===== src/rtl/mem_access_ctrl_if.sv =====
// Request/response handshake plus word-RAM port of the load/store access controller.
// The controller takes the slave side; the requester and RAM model take the master side.
interface mem_access_ctrl_if #(
  parameter int DATA_WIDTH = 32,
  parameter int ADDR_WIDTH = 32
);
  logic                  req_valid;
  logic                  req_ready;
  logic                  req_we;
  logic [1:0]            req_size;
  logic                  req_unsigned;
  logic [ADDR_WIDTH-1:0] req_addr;
  logic [DATA_WIDTH-1:0] req_wdata;
  logic                  resp_valid;
  logic                  resp_ready;
  logic [DATA_WIDTH-1:0] resp_rdata;
  logic                  resp_err;
  logic                  ram_we;
  logic [ADDR_WIDTH-1:0] ram_a;
  logic [DATA_WIDTH-1:0] ram_wd;
  logic [DATA_WIDTH-1:0] ram_rd;

  modport slave (
    input  req_valid, req_we, req_size, req_unsigned, req_addr, req_wdata,
    input  resp_ready, ram_rd,
    output req_ready, resp_valid, resp_rdata, resp_err, ram_we, ram_a, ram_wd
  );

  modport master (
    output req_valid, req_we, req_size, req_unsigned, req_addr, req_wdata,
    output resp_ready, ram_rd,
    input  req_ready, resp_valid, resp_rdata, resp_err, ram_we, ram_a, ram_wd
  );
endinterface


===== src/rtl/mem_access_ctrl.sv =====
// Byte/half/word load-store controller in front of a word-wide RAM.
// Sub-word stores are done as read-modify-write; loads are lane-extracted and extended.
module mem_access_ctrl #(
  parameter int DATA_WIDTH = 32,
  parameter int ADDR_WIDTH = 32
) (
  input  logic               clk,
  input  logic               rst,
  mem_access_ctrl_if.slave   bus
);

  typedef enum logic [1:0] {IDLE, READ, WRITE, RESP} state_t;
  typedef enum logic [1:0] {SZ_BYTE = 2'b00, SZ_HALF = 2'b01, SZ_WORD = 2'b10, SZ_ILL = 2'b11} size_t;

  state_t                state_q, state_d;
  logic                  we_q;
  size_t                 size_q;
  logic                  unsigned_q;
  logic                  err_q;
  logic [ADDR_WIDTH-1:0] addr_q;
  logic [DATA_WIDTH-1:0] wdata_q;
  logic [DATA_WIDTH-1:0] rbuf_q;

  logic                  req_ready;
  logic                  accept;
  logic                  misaligned;
  logic [DATA_WIDTH-1:0] shifted;
  logic [DATA_WIDTH-1:0] load_data;
  logic [DATA_WIDTH-1:0] merged;
  logic [ADDR_WIDTH-1:0] aligned_addr;

  assign req_ready  = (state_q == IDLE) && !rst;
  assign accept     = bus.req_valid && req_ready;
  assign misaligned = (bus.req_size == SZ_ILL)
                   || (bus.req_size == SZ_HALF && bus.req_addr[0])
                   || (bus.req_size == SZ_WORD && bus.req_addr[1:0] != 2'b00);

  // NOTE: state is updated with non-blocking assignments so every flop samples pre-edge values.
  always_ff @(posedge clk or posedge rst) begin
    if (rst) state_q <= IDLE;
    else     state_q <= state_d;
  end

  always_comb begin
    state_d = state_q;
    unique case (state_q)
      IDLE: if (accept) begin
        if (misaligned)                        state_d = RESP;
        else if (!bus.req_we)                  state_d = READ;
        else if (bus.req_size == SZ_WORD)      state_d = WRITE;
        else                                   state_d = READ;
      end
      READ:  state_d = we_q ? WRITE : RESP;
      WRITE: state_d = RESP;
      RESP:  if (bus.resp_ready) state_d = IDLE;
      default: state_d = IDLE;
    endcase
  end

  always_ff @(posedge clk or posedge rst) begin
    if (rst) begin
      we_q       <= 1'b0;
      size_q     <= SZ_BYTE;
      unsigned_q <= 1'b0;
      err_q      <= 1'b0;
      addr_q     <= '0;
      wdata_q    <= '0;
      rbuf_q     <= '0;
    end else begin
      if (accept) begin
        we_q       <= bus.req_we;
        size_q     <= size_t'(bus.req_size);
        unsigned_q <= bus.req_unsigned;
        err_q      <= misaligned;
        addr_q     <= bus.req_addr;
        wdata_q    <= bus.req_wdata;
      end
      if (state_q == READ) rbuf_q <= bus.ram_rd;
    end
  end

  assign aligned_addr = {addr_q[ADDR_WIDTH-1:2], 2'b00};
  assign shifted      = rbuf_q >> {addr_q[1:0], 3'b000};

  // NOTE: every variable written in an always_comb gets a default first, so no latch is inferred.
  always_comb begin
    load_data = rbuf_q;
    merged    = wdata_q;
    unique case (size_q)
      SZ_BYTE: begin
        load_data = {{(DATA_WIDTH-8){shifted[7] & ~unsigned_q}}, shifted[7:0]};
        merged    = rbuf_q;
        merged[{addr_q[1:0], 3'b000} +: 8] = wdata_q[7:0];
      end
      SZ_HALF: begin
        load_data = {{(DATA_WIDTH-16){shifted[15] & ~unsigned_q}}, shifted[15:0]};
        merged    = rbuf_q;
        merged[{addr_q[1], 4'b0000} +: 16] = wdata_q[15:0];
      end
      default: ;
    endcase
  end

  // Outputs are pure decodes of state, so reset clears them the moment state_q returns to IDLE.
  always_comb begin
    bus.req_ready  = req_ready;
    bus.resp_valid = (state_q == RESP);
    bus.resp_err   = (state_q == RESP) && err_q;
    bus.resp_rdata = (state_q == RESP && !err_q && !we_q) ? load_data : '0;
    bus.ram_we     = (state_q == WRITE);
    bus.ram_a      = (state_q == READ || state_q == WRITE) ? aligned_addr : '0;
    bus.ram_wd     = (state_q == WRITE) ? merged : '0;
  end

endmodule


===== src/flat_wrapper.sv =====
// flat-port wrapper written by rule: the top's interface ports become plain ports
module mem_access_ctrl_flat 
#(
  parameter int DATA_WIDTH = 32,
  parameter int ADDR_WIDTH = 32
)
  (clk, rst, bus_req_valid, bus_req_we, bus_req_size, bus_req_unsigned, bus_req_addr, bus_req_wdata, bus_resp_ready, bus_ram_rd, bus_req_ready, bus_resp_valid, bus_resp_rdata, bus_resp_err, bus_ram_we, bus_ram_a, bus_ram_wd);
  mem_access_ctrl_if #(.DATA_WIDTH(DATA_WIDTH), .ADDR_WIDTH(ADDR_WIDTH)) bus_i ();
  input  logic clk;
  input  logic rst;
  input wire logic [$bits(bus_i.req_valid)-1:0] bus_req_valid;
  input wire logic [$bits(bus_i.req_we)-1:0] bus_req_we;
  input wire logic [$bits(bus_i.req_size)-1:0] bus_req_size;
  input wire logic [$bits(bus_i.req_unsigned)-1:0] bus_req_unsigned;
  input wire logic [$bits(bus_i.req_addr)-1:0] bus_req_addr;
  input wire logic [$bits(bus_i.req_wdata)-1:0] bus_req_wdata;
  input wire logic [$bits(bus_i.resp_ready)-1:0] bus_resp_ready;
  input wire logic [$bits(bus_i.ram_rd)-1:0] bus_ram_rd;
  output wire logic [$bits(bus_i.req_ready)-1:0] bus_req_ready;
  output wire logic [$bits(bus_i.resp_valid)-1:0] bus_resp_valid;
  output wire logic [$bits(bus_i.resp_rdata)-1:0] bus_resp_rdata;
  output wire logic [$bits(bus_i.resp_err)-1:0] bus_resp_err;
  output wire logic [$bits(bus_i.ram_we)-1:0] bus_ram_we;
  output wire logic [$bits(bus_i.ram_a)-1:0] bus_ram_a;
  output wire logic [$bits(bus_i.ram_wd)-1:0] bus_ram_wd;
  assign bus_i.req_valid = bus_req_valid;
  assign bus_i.req_we = bus_req_we;
  assign bus_i.req_size = bus_req_size;
  assign bus_i.req_unsigned = bus_req_unsigned;
  assign bus_i.req_addr = bus_req_addr;
  assign bus_i.req_wdata = bus_req_wdata;
  assign bus_i.resp_ready = bus_resp_ready;
  assign bus_i.ram_rd = bus_ram_rd;
  assign bus_req_ready = bus_i.req_ready;
  assign bus_resp_valid = bus_i.resp_valid;
  assign bus_resp_rdata = bus_i.resp_rdata;
  assign bus_resp_err = bus_i.resp_err;
  assign bus_ram_we = bus_i.ram_we;
  assign bus_ram_a = bus_i.ram_a;
  assign bus_ram_wd = bus_i.ram_wd;
  mem_access_ctrl #(.DATA_WIDTH(DATA_WIDTH), .ADDR_WIDTH(ADDR_WIDTH)) u_core (.clk(clk), .rst(rst), .bus(bus_i));
endmodule

===== config.mk =====
export PLATFORM = sky130hd
export DESIGN_NAME = mem_access_ctrl_flat
export DESIGN_NICKNAME = d
export VERILOG_FILES = /design/src/rtl/mem_access_ctrl_if.sv /design/src/rtl/mem_access_ctrl.sv /design/src/flat_wrapper.sv
export SDC_FILE = /design/constraint.sdc
export NUM_CORES = 1
export LEC_CHECK = 0
export ABC_AREA = 1
export CAP_MARGIN = 10
export CORE_UTILIZATION = 32
export DETAILED_ROUTE_END_ITERATION = 10
export PLACE_DENSITY = 0.54
export SLEW_MARGIN = 40
export SYNTH_ARGS = -nofsm -noshare
export SYNTH_HDL_FRONTEND = slang
export SYNTH_SLANG_ARGS = --single-unit

===== constraint.sdc =====
create_clock -name clk -period 4.2 [get_ports clk]
set_input_delay 1.05 -clock clk [delete_from_list [all_inputs] [get_ports clk]]
set_output_delay 1.05 -clock clk [all_outputs]
set_load 0.05 [all_outputs]

==> flow_summary.toml <==
[sta]
report.final.hold_viol_count = 0
rsz0062_at_grt = "false"
fin_ws_ns = 0.378
finalSetupTns_ns = 0
maxSlewViolCount = 0
worst_slew_pin_slew_ns = 0.759
setup_violations = 0
slew_headroom = 0.493
post-route-min-period_ns = 3.82
skew_ns = 0.00750
fmax_mhz = 262
fin_crit_sh = 0.910

[worst_hold_path]
min_path_type = "reg -> reg"

[clock_network]
cts_buffers = 9
path_clk_slew_ns = 0.08
clock_sinks = 103
clock_latency_ns = 0.36
post_cts_resized = 0
h-tree-depth = 3
ctsHoldBuffers = 0
cts_setup_buffers = 0
cts_buffer_depth = 2
cts_tree = "done"
cts_root_buf = "clkbuf_16"

[run]
drv_cap = 0

[die]
die_x_um = 145
io_pins = 204
start_util = 0.326
die_area_um2 = 21100
coreArea_um2 = 20200
floorplan.rows = 52
die_y_um = 145

[power]
ir_drop_mv = 0.633
power.leakage_nw = 4.30
p_per_area_nw_per_um2 = 944

[route]
drtPass1Iterations = 6
drt_iter0_drc = 614
vias = 6761
wl_per_cell_um = 17.3
routed_via_density = 4.97
ant_nets = 0
drc_errors = 0
finalWirelength_um = 23600

[yosys]
syn_avg_cell_area_um2 = 7.16
synth_warnings = 0
yosysSeqAreaShare = 0.392
ys_ff_latch = 103
netlist_area_um2 = 6580
synth.distinct_cells = 24
synthTopCellsByArea = "dfrtp_1, nand2_1, o21ai_0"
synth_top_cell_by_area = "dfrtp_1"
syn_inst = 919
synth_top_area_frac = 0.392

[finish]
n_antenna_cell = 0
syn_to_final_growth_pct = 41.8
layout-drive-gt1-share = 0.132
final_nets = 1199
fillers = 2058

[critical_path]
crit_fanout = 37
cp-start-kind = "flop"
critical_path_required_ns = 3.15
r2r_slack_ns = 2.03
cp.arrival_ns = 2.77
path_class = "reg -> out"
end_kind = "output pin"

[placement]
dp_hpwl_um = 17600
io_buffers = 201
pre_cts_ws_ns = 0.721
place_congestion = 0.900

[run_status]
status = "finished clean"

[global_route]
grt_pass1_wl_um = 37000
grt_pass1_vias = 6564
grtUsageTotal = 0.225
grt_max_degree = 66
overflow = 0
antenna_found_initial = 0
[state kept, by name, summed over array words and instances (netlist names)]
name,flops
u_core.we_q,1
u_core.wdata_q,32
u_core.state_q,2
u_core.addr_q,32
u_core.rbuf_q,32
u_core.unsigned_q,1
u_core.err_q,1
u_core.size_q,2
[power breakdown]
part	internal, mW	switching [mW]	total [mW]	leakage (nW)
sequential	1.48	0.437	1.92	1.23
combinational	2.07	4.00	6.07	2.95
clock	0.409	0.415	0.824	0.130
total	3.96	4.85	8.82	4.30
[path summary, 6_finish.rpt]
| check | start | end | depth (start not counted) |
|---|---|---|---|
| max reg2reg | u_core.state_q[0] | u_core.wdata_q[23] | 5 |
| max | u_core.size_q[1] | bus_ram_wd[9] | 9 |
| min reg2reg | u_core.addr_q[27] | u_core.addr_q[27] | 1 |
| min | u_core.addr_q[27] | u_core.addr_q[27] | 1 |
| min in group asynchronous | rst | u_core.addr_q[8] | 2 |
| max in group asynchronous | rst | u_core.rbuf_q[17] | 3 |
[per-layer routing]
| layer | global-route usage | wire length [um] | vias to the layer above |
|---|---|---|---|
| met5 | 0 | 0 | - |
| met1 | 0.307 | 10400 | 3115 |
| li1 | - | - | 3304 |
| met3 | 0.0727 | 2300 | 23 |
| met2 | 0.343 | 10400 | 319 |
| met4 | 0.0553 | 406 | 0 |
[per-stage QoR]
step | utilization | cells | area (um2) | hold WS (ns) | total power, mW
2_1_floorplan | - | 920 | 6590 | 0.470 | 5.75
3_3_place_gp | 0.448 | 1344 | 9040 | 0.487 | 7.96
3_5_place_dp | 0.449 | 1344 | 9050 | 0.492 | 7.98
4_1_cts | 0.463 | 1360 | 9340 | 0.512 | 8.83
5_1_grt | 0.463 | 1360 | 9340 | 0.531 | 9.43
6_report | 0.463 | 1360 | 9340 | 0.509 | 8.82
[Yosys cell counts (all sizes together)]
cell type	instances
a21oi	123
nand2	221
nor2	53
o211ai	15
buf	31
conb	1
mux2	47
nor3	1
ha	10
inv	117
clkbuf	27
nand3	40
clkinv	1
o21ai	129
dfrtp	103
[critical path, cell delays in order, from the launching register on]
cell and delay, ns:
dfrtp_1 0.38, buf_4 0.20, inv_4 0.28, nand2_2 0.26, clkinv_2 0.28, nand2_2 0.24, o21ai_0 0.21, inv_1 0.05
a21oi_1 0.31, buf_12 0.19
[layout by cell type (no fill, tap or decap), types with 4 or more instances in the layout]
| cell type | n |
|---|---|
| buf_4 | 34 |
| mux2_2 | 47 |
| clkinvlp_4 | 4 |
| nor2_1 | 50 |
| clkdlybuf4s50_1 | 145 |
| clkbuf_16 | 9 |
| ha_1 | 9 |
| o21ai_0 | 126 |
| nand3_1 | 38 |
| nand2_1 | 219 |
| a21oi_1 | 123 |
| buf_12 | 32 |
| inv_1 | 113 |
| dfrtp_1 | 103 |
| o211ai_1 | 15 |
[cell families after synthesis]
kind of cell | count (synthesis) | share of synthesized area
AO/OA/AOI/OAI | 267 | 0.209
adder cells (fa/ha/maj) | 10 | 0.0190
buffers and inverters | 176 | 0.107
flip-flops | 103 | 0.392
multiplexers | 47 | 0.0804
other | 1 | 0.000570
AND/OR/NAND/NOR | 315 | 0.192
[area by class of cell]
class / count / area [um2] / area share
well taps: 270 / 338 / 0.0362
inverters: 118 / 450 / 0.0482
clock buffers: 9 / 225 / 0.0241
repair buffers: 212 / 2360 / 0.253
multi-input cells: 641 / 3330 / 0.357
clock inverters: 7 / 56.3 / 0.00603
flip-flops and latches: 103 / 2580 / 0.276
Note: power is estimated with default switching activity, not from simulation.
